## src/rtl/steer_pkg.sv

```systemverilog
// Shared types and widths for the steering PD controller and its PWM back end.
package steer_pkg;

  typedef enum logic [1:0] {
    ST_IDLE   = 2'd0,
    ST_TRACK  = 2'd1,
    ST_HOLD   = 2'd2,
    ST_SEARCH = 2'd3
  } state_e;

  localparam int PWM_BITS = 10;
  localparam int CX_W     = 11;
  localparam int ERR_W    = 12;
  localparam int DERIV_W  = 13;
  localparam int CALC_W   = 24;

  localparam logic signed [CALC_W-1:0] DUTY_MAX_S = CALC_W'((1 << PWM_BITS) - 1);

  function automatic logic [PWM_BITS-1:0] clamp_duty(input logic signed [CALC_W-1:0] v);
    if (v[CALC_W-1]) return '0;
    if (v > DUTY_MAX_S) return '1;
    return v[PWM_BITS-1:0];
  endfunction

endpackage

```

## src/rtl/pwm_gen.sv

```systemverilog
// Free-running PWM; the duty is latched only at the 1023->0 wrap so a period never glitches.
module pwm_gen
  import steer_pkg::*;
(
  input  logic                clk,
  input  logic                rst,
  input  logic [PWM_BITS-1:0] duty_i,
  output logic                pwm_o
);

  logic [PWM_BITS-1:0] cnt_q, cnt_d;
  logic [PWM_BITS-1:0] latch_q, latch_d;

  always_comb begin
    cnt_d   = cnt_q + PWM_BITS'(1);
    latch_d = latch_q;
    if (&cnt_q) latch_d = duty_i;
  end

  always_ff @(posedge clk or posedge rst) begin
    if (rst) begin
      cnt_q   <= '0;
      latch_q <= '0;
    end else begin
      cnt_q   <= cnt_d;
      latch_q <= latch_d;
    end
  end

  assign pwm_o = (cnt_q < latch_q);

endmodule

```

## src/rtl/steer_pd_ctrl.sv

```systemverilog
// Line-following steering: PD correction on centroid error, lost-line hold/search FSM,
// two-stage duty pipeline feeding glitch-free PWM.
// state  | meaning
// IDLE   | drive disabled, duties 0
// TRACK  | line seen, duties from PD law
// HOLD   | line lost, last TRACK duties held
// SEARCH | lost too long, spin toward side of last error
module steer_pd_ctrl
  import steer_pkg::*;
#(
  parameter int IMG_W       = 640,
  parameter int KP          = 8,
  parameter int KD          = 4,
  parameter int GAIN_SHIFT  = 3,
  parameter int BASE_DUTY   = 600,
  parameter int SEARCH_DUTY = 400,
  parameter int LOST_HOLD   = 8
) (
  input  logic                clk,
  input  logic                rst,
  input  logic                en,
  input  logic                upd,
  input  logic [CX_W-1:0]     centroid_x,
  input  logic                line_valid,
  input  logic                line_lost,
  output logic [PWM_BITS-1:0] duty_left,
  output logic [PWM_BITS-1:0] duty_right,
  output logic                pwm_left,
  output logic                pwm_right,
  output logic                cmd_valid,
  output logic [1:0]          state
);

  localparam logic signed [ERR_W-1:0]  SETPOINT = ERR_W'(IMG_W / 2);
  localparam logic signed [CALC_W-1:0] KP_S     = CALC_W'(KP);
  localparam logic signed [CALC_W-1:0] KD_S     = CALC_W'(KD);
  localparam logic signed [CALC_W-1:0] BASE_S   = CALC_W'(BASE_DUTY);
  localparam logic [PWM_BITS-1:0]      SEARCH_D = PWM_BITS'(SEARCH_DUTY);
  localparam int                       LC_W     = $clog2(LOST_HOLD + 1);
  localparam logic [LC_W-1:0]          LOST_MAX = LC_W'(LOST_HOLD);

  state_e                    state_q, state_d;
  logic signed [ERR_W-1:0]   prev_err_q, prev_err_d;
  logic signed [ERR_W-1:0]   s1_err_q, s1_err_d;
  logic signed [DERIV_W-1:0] s1_deriv_q, s1_deriv_d;
  logic [LC_W-1:0]           lost_cnt_q, lost_cnt_d;
  logic                      s1_valid_q, s1_valid_d;
  logic                      s1_search_q, s1_search_d;
  logic [PWM_BITS-1:0]       duty_l_q, duty_l_d;
  logic [PWM_BITS-1:0]       duty_r_q, duty_r_d;
  logic                      cmd_valid_q, cmd_valid_d;

  logic                      upd_valid, upd_lost;
  logic signed [ERR_W-1:0]   err_now;
  logic signed [DERIV_W-1:0] deriv_now;
  logic [LC_W-1:0]           lost_inc;
  logic signed [CALC_W-1:0]  err_w, deriv_w, corr, sum_l, sum_r;

  // lost wins over valid when both flags arrive together
  assign upd_lost  = upd & line_lost;
  assign upd_valid = upd & line_valid & ~line_lost;

  assign err_now   = $signed({1'b0, centroid_x}) - SETPOINT;
  assign deriv_now = {err_now[ERR_W-1], err_now} - {prev_err_q[ERR_W-1], prev_err_q};
  assign lost_inc  = (lost_cnt_q == LOST_MAX) ? lost_cnt_q : lost_cnt_q + LC_W'(1);

  always_comb begin
    state_d     = state_q;
    prev_err_d  = prev_err_q;
    lost_cnt_d  = lost_cnt_q;
    s1_valid_d  = 1'b0;
    s1_search_d = 1'b0;
    s1_err_d    = s1_err_q;
    s1_deriv_d  = s1_deriv_q;
    if (!en) begin
      state_d    = ST_IDLE;
      lost_cnt_d = '0;
    end else if (upd_valid) begin
      state_d    = ST_TRACK;
      lost_cnt_d = '0;
      prev_err_d = err_now;
      s1_valid_d = 1'b1;
      s1_err_d   = err_now;
      s1_deriv_d = (state_q == ST_TRACK) ? deriv_now : '0;
    end else if (upd_lost && (state_q == ST_TRACK || state_q == ST_HOLD)) begin
      lost_cnt_d = lost_inc;
      if (lost_inc >= LOST_MAX) begin
        state_d     = ST_SEARCH;
        s1_valid_d  = 1'b1;
        s1_search_d = 1'b1;
        s1_err_d    = prev_err_q;
      end else begin
        state_d = ST_HOLD;
      end
    end
  end

  assign err_w   = {{(CALC_W-ERR_W){s1_err_q[ERR_W-1]}}, s1_err_q};
  assign deriv_w = {{(CALC_W-DERIV_W){s1_deriv_q[DERIV_W-1]}}, s1_deriv_q};
  assign corr    = (KP_S * err_w + KD_S * deriv_w) >>> GAIN_SHIFT;
  assign sum_l   = BASE_S + corr;
  assign sum_r   = BASE_S - corr;

  always_comb begin
    duty_l_d    = duty_l_q;
    duty_r_d    = duty_r_q;
    cmd_valid_d = 1'b0;
    if (!en) begin
      duty_l_d = '0;
      duty_r_d = '0;
    end else if (s1_valid_q) begin
      cmd_valid_d = 1'b1;
      if (s1_search_q) begin
        duty_l_d = s1_err_q[ERR_W-1] ? '0 : SEARCH_D;
        duty_r_d = s1_err_q[ERR_W-1] ? SEARCH_D : '0;
      end else begin
        duty_l_d = clamp_duty(sum_l);
        duty_r_d = clamp_duty(sum_r);
      end
    end
  end

  always_ff @(posedge clk or posedge rst) begin
    if (rst) begin
      state_q     <= ST_IDLE;
      prev_err_q  <= '0;
      lost_cnt_q  <= '0;
      s1_valid_q  <= 1'b0;
      s1_search_q <= 1'b0;
      s1_err_q    <= '0;
      s1_deriv_q  <= '0;
      duty_l_q    <= '0;
      duty_r_q    <= '0;
      cmd_valid_q <= 1'b0;
    end else begin
      state_q     <= state_d;
      prev_err_q  <= prev_err_d;
      lost_cnt_q  <= lost_cnt_d;
      s1_valid_q  <= s1_valid_d;
      s1_search_q <= s1_search_d;
      s1_err_q    <= s1_err_d;
      s1_deriv_q  <= s1_deriv_d;
      duty_l_q    <= duty_l_d;
      duty_r_q    <= duty_r_d;
      cmd_valid_q <= cmd_valid_d;
    end
  end

  assign duty_left  = duty_l_q;
  assign duty_right = duty_r_q;
  assign cmd_valid  = cmd_valid_q;
  assign state      = state_q;

  pwm_gen u_pwm_left (
    .clk    (clk),
    .rst    (rst),
    .duty_i (duty_l_q),
    .pwm_o  (pwm_left)
  );

  pwm_gen u_pwm_right (
    .clk    (clk),
    .rst    (rst),
    .duty_i (duty_r_q),
    .pwm_o  (pwm_right)
  );

endmodule

```

## config.mk

```make
export PLATFORM = sky130hd
export DESIGN_NAME = steer_pd_ctrl
export DESIGN_NICKNAME = d
export VERILOG_FILES = /design/src/rtl/steer_pkg.sv /design/src/rtl/pwm_gen.sv /design/src/rtl/steer_pd_ctrl.sv
export SDC_FILE = /design/constraint.sdc
export NUM_CORES = 1
export LEC_CHECK = 0
export ABC_AREA = 0
export CAP_MARGIN = 15
export CORE_ASPECT_RATIO = 0.8
export CORE_MARGIN = 2
export CORE_UTILIZATION = 45
export DETAILED_ROUTE_END_ITERATION = 7
export PLACE_DENSITY = 0.69
export RECOVER_POWER = 25
export SYNTH_ARGS = -nofsm -noshare
export SYNTH_HDL_FRONTEND = slang
export SYNTH_SLANG_ARGS = --single-unit
export TNS_END_PERCENT = 50
```

## constraint.sdc

```tcl
create_clock -name clk -period 4.9 [get_ports clk]
set_clock_uncertainty 0.15 [all_clocks]
set_input_delay 0.98 -clock clk [delete_from_list [all_inputs] [get_ports clk]]
set_output_delay 0.98 -clock clk [all_outputs]
set_load 0.02 [all_outputs]
```

# Yosys cells after proc, flatten, opt, wreduce, memory -nomap -nowiden
# Index checks and enable logic that the tools add are counted.
[op_classes]
add_sub_neg = 8
magnitude_cmp = 5
n_eq_ne = 5
n_mux = 54
bitwise = 4
reduce_logical = 8
[op_table]
columns = ["op", "n"]
rows = [
  ["10-bit 2-to-1 mux", 14],
  ["12-bit 2-to-1 mux", 3],
  ["14-bit by 11-bit > comparator with 1-bit output, second input constant", 2],
  ["1-bit 2-to-1 mux", 27],
  ["10-bit by 1-bit adder with 10-bit output, second input constant", 2],
  ["10-bit less-than comparator", 2],
  ["10-bit AND reduction", 2],
  ["9-bit 2-to-1 mux", 2],
  ["15-bit by 15-bit adder with 16-bit output", 1],
  ["4-bit 2-to-1 mux", 4],
  ["11-bit by 13-bit adder with 14-bit output, first input constant", 1],
  ["11-bit by 13-bit subtractor with 14-bit output, first input constant", 1],
  ["13-bit 2-to-1 mux", 1],
  ["12-bit by 12-bit subtractor with 13-bit output", 1],
  ["11-bit by 9-bit subtractor with 12-bit output, second input constant", 1],
  ["2-bit 2-to-1 mux", 3],
  ["4-bit by 1-bit adder with 4-bit output, second input constant", 1],
  ["4-bit == test, second input constant", 1],
  ["4-bit >= comparator, second input constant", 1],
  ["2-bit nonzero test", 2],
  ["1-bit AND", 3],
  ["3-bit by 1-bit != test with 1-bit output, second input constant", 1],
  ["3-bit AND reduction", 1],
  ["2-bit by 1-bit == test with 1-bit output, second input constant", 1],
  ["6 further kinds", 6],
]
[totals]
reg_bits = 106
input_bits = 17
out_inout_bits = 25

# Longest topological paths before layout
[depth]
depth_word = 15
mapped_depth = 14
ltp_nobuf = 14

# By module
# From an unflattened synthesis, not the netlist that was laid out.
[hier_totals]
cells_unflattened = 656
hier_area_um2 = 6432.4
[by_module_without_submodules]
columns = ["mod", "n_inst", "cells_each", "area_each_um2", "seq_area_each_um2"]
rows = [
  ["steer_pd_ctrl", 1, 486, 4388.0, 1626.6],
  ["pwm_gen", 2, 85, 1022.2, 500.5],
]

# Least setup slack after synthesis
# Ideal clock, no wire load.
[synth_path]
path_type = "reg2reg"
from = "register s1_err_q[0]"
to = "register duty_r_q[8], in the netlist duty_right[8]"
setup_ns = 0.149
t_arrival_ns = 3.290
t_required_ns = 4.601
setup_slack_ns = 1.311
stages_incl_launch_ff = 14
path_buffers = 0
period_less_slack_ns = 3.589
cell_sequence = "dfrtp_1 -> ha_1 -> inv_1 -> fa_1 -> nand2b_1 -> a21oi_1 -> xor2_2 -> ha_1 -> a21boi_0 -> o21ai_1 -> a2111o_1 -> o221a_1 -> o41ai_4 -> o311ai_1"
[synth_between]
elab_chain_len = 13
elab_cells_between_ends = 18
classes_between = "add/sub (2); order compare (1); mux (15)"
[synth_rtl]
columns = ["item", "line", "source"]
rows = [
  ["start, declared", "steer_pd_ctrl.sv:44", "logic signed [ERR_W-1:0] s1_err_q, s1_err_d;"],
  ["start signal, assigned", "steer_pd_ctrl.sv:141", "s1_err_q <= s1_err_d;"],
  ["15-bit by 15-bit adder with 16-bit output (*)", "steer_pd_ctrl.sv:100", "assign corr = (KP_S * err_w + KD_S * deriv_w) >>> GAIN_SHIFT;"],
  ["11-bit by 13-bit subtractor with 14-bit output (*)", "steer_pd_ctrl.sv:102", "assign sum_r = BASE_S - corr;"],
  ["14-bit by 11-bit > comparator with 1-bit output", "steer_pkg.sv:21", "if (v > DUTY_MAX_S) return '1;"],
  ["1-bit 2-to-1 mux (2 in a row)", "steer_pkg.sv:21", ""],
  ["1-bit 2-to-1 mux", "steer_pd_ctrl.sv:113", "if (s1_search_q) begin"],
  ["1-bit 2-to-1 mux", "steer_pd_ctrl.sv:111", "end else if (s1_valid_q) begin"],
  ["1-bit 2-to-1 mux", "steer_pd_ctrl.sv:108", "if (!en) begin"],
  ["10-bit 2-to-1 mux", "steer_pkg.sv:22", "return v[PWM_BITS-1:0];"],
  ["10-bit 2-to-1 mux (*)", "steer_pkg.sv:21", ""],
  ["10-bit 2-to-1 mux (*)", "steer_pd_ctrl.sv:113", ""],
  ["10-bit 2-to-1 mux (*)", "steer_pd_ctrl.sv:111", ""],
  ["10-bit 2-to-1 mux (*)", "steer_pd_ctrl.sv:108", ""],
  ["end signal, assigned", "steer_pd_ctrl.sv:144", "duty_r_q <= duty_r_d;"],
  ["end, declared", "steer_pd_ctrl.sv:50", "logic [PWM_BITS-1:0] duty_r_q, duty_r_d;"],
]
# Mark *: on every way between the ends. The rest lies on a longest branch, timed or not. The select of a mux whose other input is x is not followed.
# A chain may end at the register's enable or synchronous reset.

# Worst setup path in the final report
[layout_path]
from = "register u_pwm_right.cnt_q[1]"
to = "output pwm_right"
[layout_between]
elab_chain_len = 1
[layout_rtl]
columns = ["item", "line", "source"]
rows = [
  ["start, declared", "pwm_gen.sv:11", "logic [PWM_BITS-1:0] cnt_q, cnt_d;"],
  ["start signal, assigned", "pwm_gen.sv:25", "cnt_q <= cnt_d;"],
  ["10-bit less-than comparator", "pwm_gen.sv:30", "assign pwm_o = (cnt_q < latch_q);"],
  ["end, declared", "steer_pd_ctrl.sv:29", "output logic pwm_right,"],
]
# Every way passes these cells.

==> results.sh <==
export IMPL_outcome="finished, violations left"
export IMPL_violations="capacitance limit, slew limit"
export IMPL_cp_cell_sequence="ha_1 -> a21o_1 -> a21o_1 -> a21o_1 -> a21o_1 -> a21o_1 -> a211oi_1 -> o31a_1 -> clkdlybuf4s50_1"
export IMPL_ys_types=73
export IMPL_cp_required_ps=3770
export IMPL_drt_iter0_markers=357
export IMPL_fin_crit_sh_pct=82.47
export IMPL_syn_area_per_cell_um2=9.309
export IMPL_rows=39
export IMPL_die_area_mm2=0.01555
export IMPL_netlist_instances=704
export IMPL_synth_main_ff_cell="dfrtp_1"
export IMPL_path_max_fanout=5
export IMPL_switching_share_pct=38.59
export IMPL_drive_above_1_share_pct=7.631
export IMPL_remaining_drc_errors=0
export IMPL_finalHoldViolCount=0
export IMPL_holdBufCountCts=0
export IMPL_seq_power_share_pct=33.7
export IMPL_ios=42
export IMPL_dp_cells=915
export IMPL_synth_edf_count=0
export IMPL_stdcell_area_mm2=0.007475
export IMPL_fp_dieH_um=111.9
export IMPL_power_switching_mw=1.134
export IMPL_synth_commonest_cells="dfrtp_1 (105), nand2_1 (93), inv_1 (60)"
export IMPL_cpMaxStageDelayCell="clkdlybuf4s50_1"
export IMPL_setup_violations_final=0
export IMPL_tns_ps=0
export IMPL_ys_seq_elements=105
export IMPL_cts_resized=0
export IMPL_area_delta_synth_final_pct=14.05
export IMPL_cts_tree="done"
export IMPL_core_area_mm2=0.01425
export IMPL_stdcell_count=931
export IMPL_synth_nets=775
export IMPL_cts_buffer_depth=2
export IMPL_crit_type="reg2out"
export IMPL_slew_headroom_pct=-77.01
export IMPL_clk_pin_slew_ps=80
export IMPL_wl_mm=14.60
export IMPL_start_util_pct=46.00
export IMPL_cts_setup_buffers=0
export IMPL_seq_area_frac_synth_pct=40.09
export IMPL_synth_top_area_share_pct=40.09
export IMPL_rsz0062_at_grt="false"
export IMPL_vias=5153
export IMPL_fmax_ghz=0.2475
export IMPL_yosys_area_share_simple_pct=14.99
export IMPL_grt_ovfl_total=0
export IMPL_whs_ps=332.4
export IMPL_dr_pass1_iters=5
export IMPL_synth_cell_area_mm2=0.006554
export IMPL_grt_pass1_wl_mm=24.69
export IMPL_gp_congestion=0.9580
export IMPL_synth_area_leaders="dfrtp_1 (40%), ha_1 (9.9%), nand2_1 (5.3%)"
export IMPL_synth_most_common_cell="dfrtp_1"
export IMPL_startpoint_type="flop"
export IMPL_clockPowerShare_pct=26.1
export IMPL_max_cap_viol_count=1
export IMPL_internal_power_mw=1.805
export IMPL_antenna_found_initial=0
export IMPL_grt_pass1_vias=5037
export IMPL_drt_wirelength_per_cell_um=15.68
export IMPL_antennaDiodeCount=0
export IMPL_synth_compound_area_share_pct=20.24
export IMPL_leakagePower_nw=3.390
export IMPL_synth_top_family_by_area="compound AO/OA/AOI/OAI gates"
export IMPL_muxShareOfSynthArea_pct=2.921
export IMPL_ys_warn_count=0
export IMPL_ant_nets=0
export IMPL_cts_buffers=9
export IMPL_port_buffers=41
export IMPL_grtUsageTotal_pct=19.24
export IMPL_grt_max_degree=70
export IMPL_finalCriticalPeriod_ps=4041
export IMPL_cp_common_cell="a21o_1"
export IMPL_synth_fa_ha_area_share_pct=10.54
export IMPL_async_flop_share_pct=100.0
export IMPL_synth_xor_xnor_area_share_pct=6.376
export IMPL_cp_data_arrival_time_ps=2910
export IMPL_worst_path_largest_cell_delay_ps=600
export IMPL_root_buffer="clkbuf_16"
export IMPL_clk_latency_ps=360
export IMPL_yosys_area_top_type="dfrtp_1"
export IMPL_final_nets=813
export IMPL_post_dp_hpwl_mm=11.02
export IMPL_hold_class="reg2reg"
export IMPL_irDropWorstVdd_v=0.0001922
export IMPL_slew_viol_final=70
export IMPL_vias_per_cell=5.535
export IMPL_worst_slew_pin_slew_ps=2652
export IMPL_share_comb_of_total_power_pct=40.2
export IMPL_cp_end_kind="output pin"
export IMPL_die_w_um=138.9
export IMPL_place_area_mm2=0.007161
export IMPL_htreeDepth=3
export IMPL_cts_sinks=105
export IMPL_powerDensity_mw_per_mm2=393.3
[flip-flops by register name, summed over array words and instances (netlist names), 2 cells and up]
| register | flops |
|---|---|
| prev_err_q | 12 |
| s1_err_q | 12 |
| u_pwm_right.cnt_q | 10 |
| u_pwm_right.latch_q | 10 |
| u_pwm_left.latch_q | 10 |
| duty_right | 10 |
| u_pwm_left.cnt_q | 10 |
| duty_left | 10 |
| state | 2 |
| lost_cnt_q | 4 |
| s1_deriv_q | 12 |
[critical path: cells and delay by family (launching register included)]
family                     cells  cell delay (ps)
buffers and inverters          1              600
adders and majority gates      1              290
AOI/OAI and AO/OA              7             1230
DFF                            1              430
[cells in the final DEF (no fill, tap or decap), types with 9 or more instances in the layout]
cell	instances
a21o_1	19
a21oi_1	26
a31oi_1	12
clkbuf_16	9
clkdlybuf4s50_1	38
dfrtp_1	105
ha_1	52
inv_1	60
mux2_2	14
nand2_1	93
nand2b_1	9
nand3_1	17
nor2_1	44
o21ai_0	40
o21ai_1	15
xnor2_1	30
xor2_1	14
[final cells by class]
type                       count  area (um^2)
clock inverter                 7        95.09
clock buffer                   9        225.2
inverter                      61        229.0
timing repair buffer          48        459.2
sequential                   105         2628
tap                          184        230.2
multi-input combinational    517         3608
fill                        1278         6774
[kinds of logic (layout without fill, tap and decap cells)]
| logic type | count (synthesis) | in the layout |
|---|---|---|
| simple gates | 212 | 212 |
| fa+ha+maj | 54 | 54 |
| buf+inv | 82 | 125 |
| mux | 17 | 17 |
| compound gates | 188 | 188 |
| flops | 105 | 105 |
| xor+xnor | 46 | 46 |
[per-layer routing]
metal	wire, um	track usage, %	up-vias
met5	0	0	-
met4	201	5.185	0
met3	505	3.656	22
met2	6685	31.03	110
met1	7205	26.78	2455
li1	-	-	2566
[power by group through the flow]
| stage | clock network (mW) | registers [mW] | logic [mW] |
|---|---|---|---|
| 2_1_floorplan | 0 | 1.01 | 0.875 |
| 3_3_place_gp | 0 | 1.00 | 1.15 |
| 3_5_place_dp | 0 | 1.01 | 1.17 |
| 4_1_cts | 0.783 | 0.991 | 1.18 |
| 5_1_grt | 0.821 | 1.00 | 1.30 |
| 6_report | 0.766 | 0.991 | 1.18 |
[metrics by stage]
step	power [mW]	utilization [%]	setup WS, ps
3_3_place_gp	2.153	50.25	1062
3_5_place_dp	2.176	50.25	933.9
6_report	2.940	52.46	859.1
4_1_cts	2.950	52.50	844.6
5_1_grt	3.126	52.46	617.6
2_1_floorplan	1.886	-	1009
[worst paths after layout]
check	start	end	slack, ps	cells after the start
worst max register to register	s1_deriv_q[1]	duty_right[8]	930	13
worst max-delay path	u_pwm_right.cnt_q[1]	pwm_right	860	9
worst min-delay path	u_pwm_left.cnt_q[0]	u_pwm_left.cnt_q[0]	330	1
min in group asynchronous	rst	u_pwm_left.latch_q[6]	1850	2
max in group asynchronous	rst	s1_search_q	1220	2
worst min register to register	u_pwm_left.cnt_q[0]	u_pwm_left.cnt_q[0]	330	1
No activity file was read; power rests on OpenSTA's default activity.
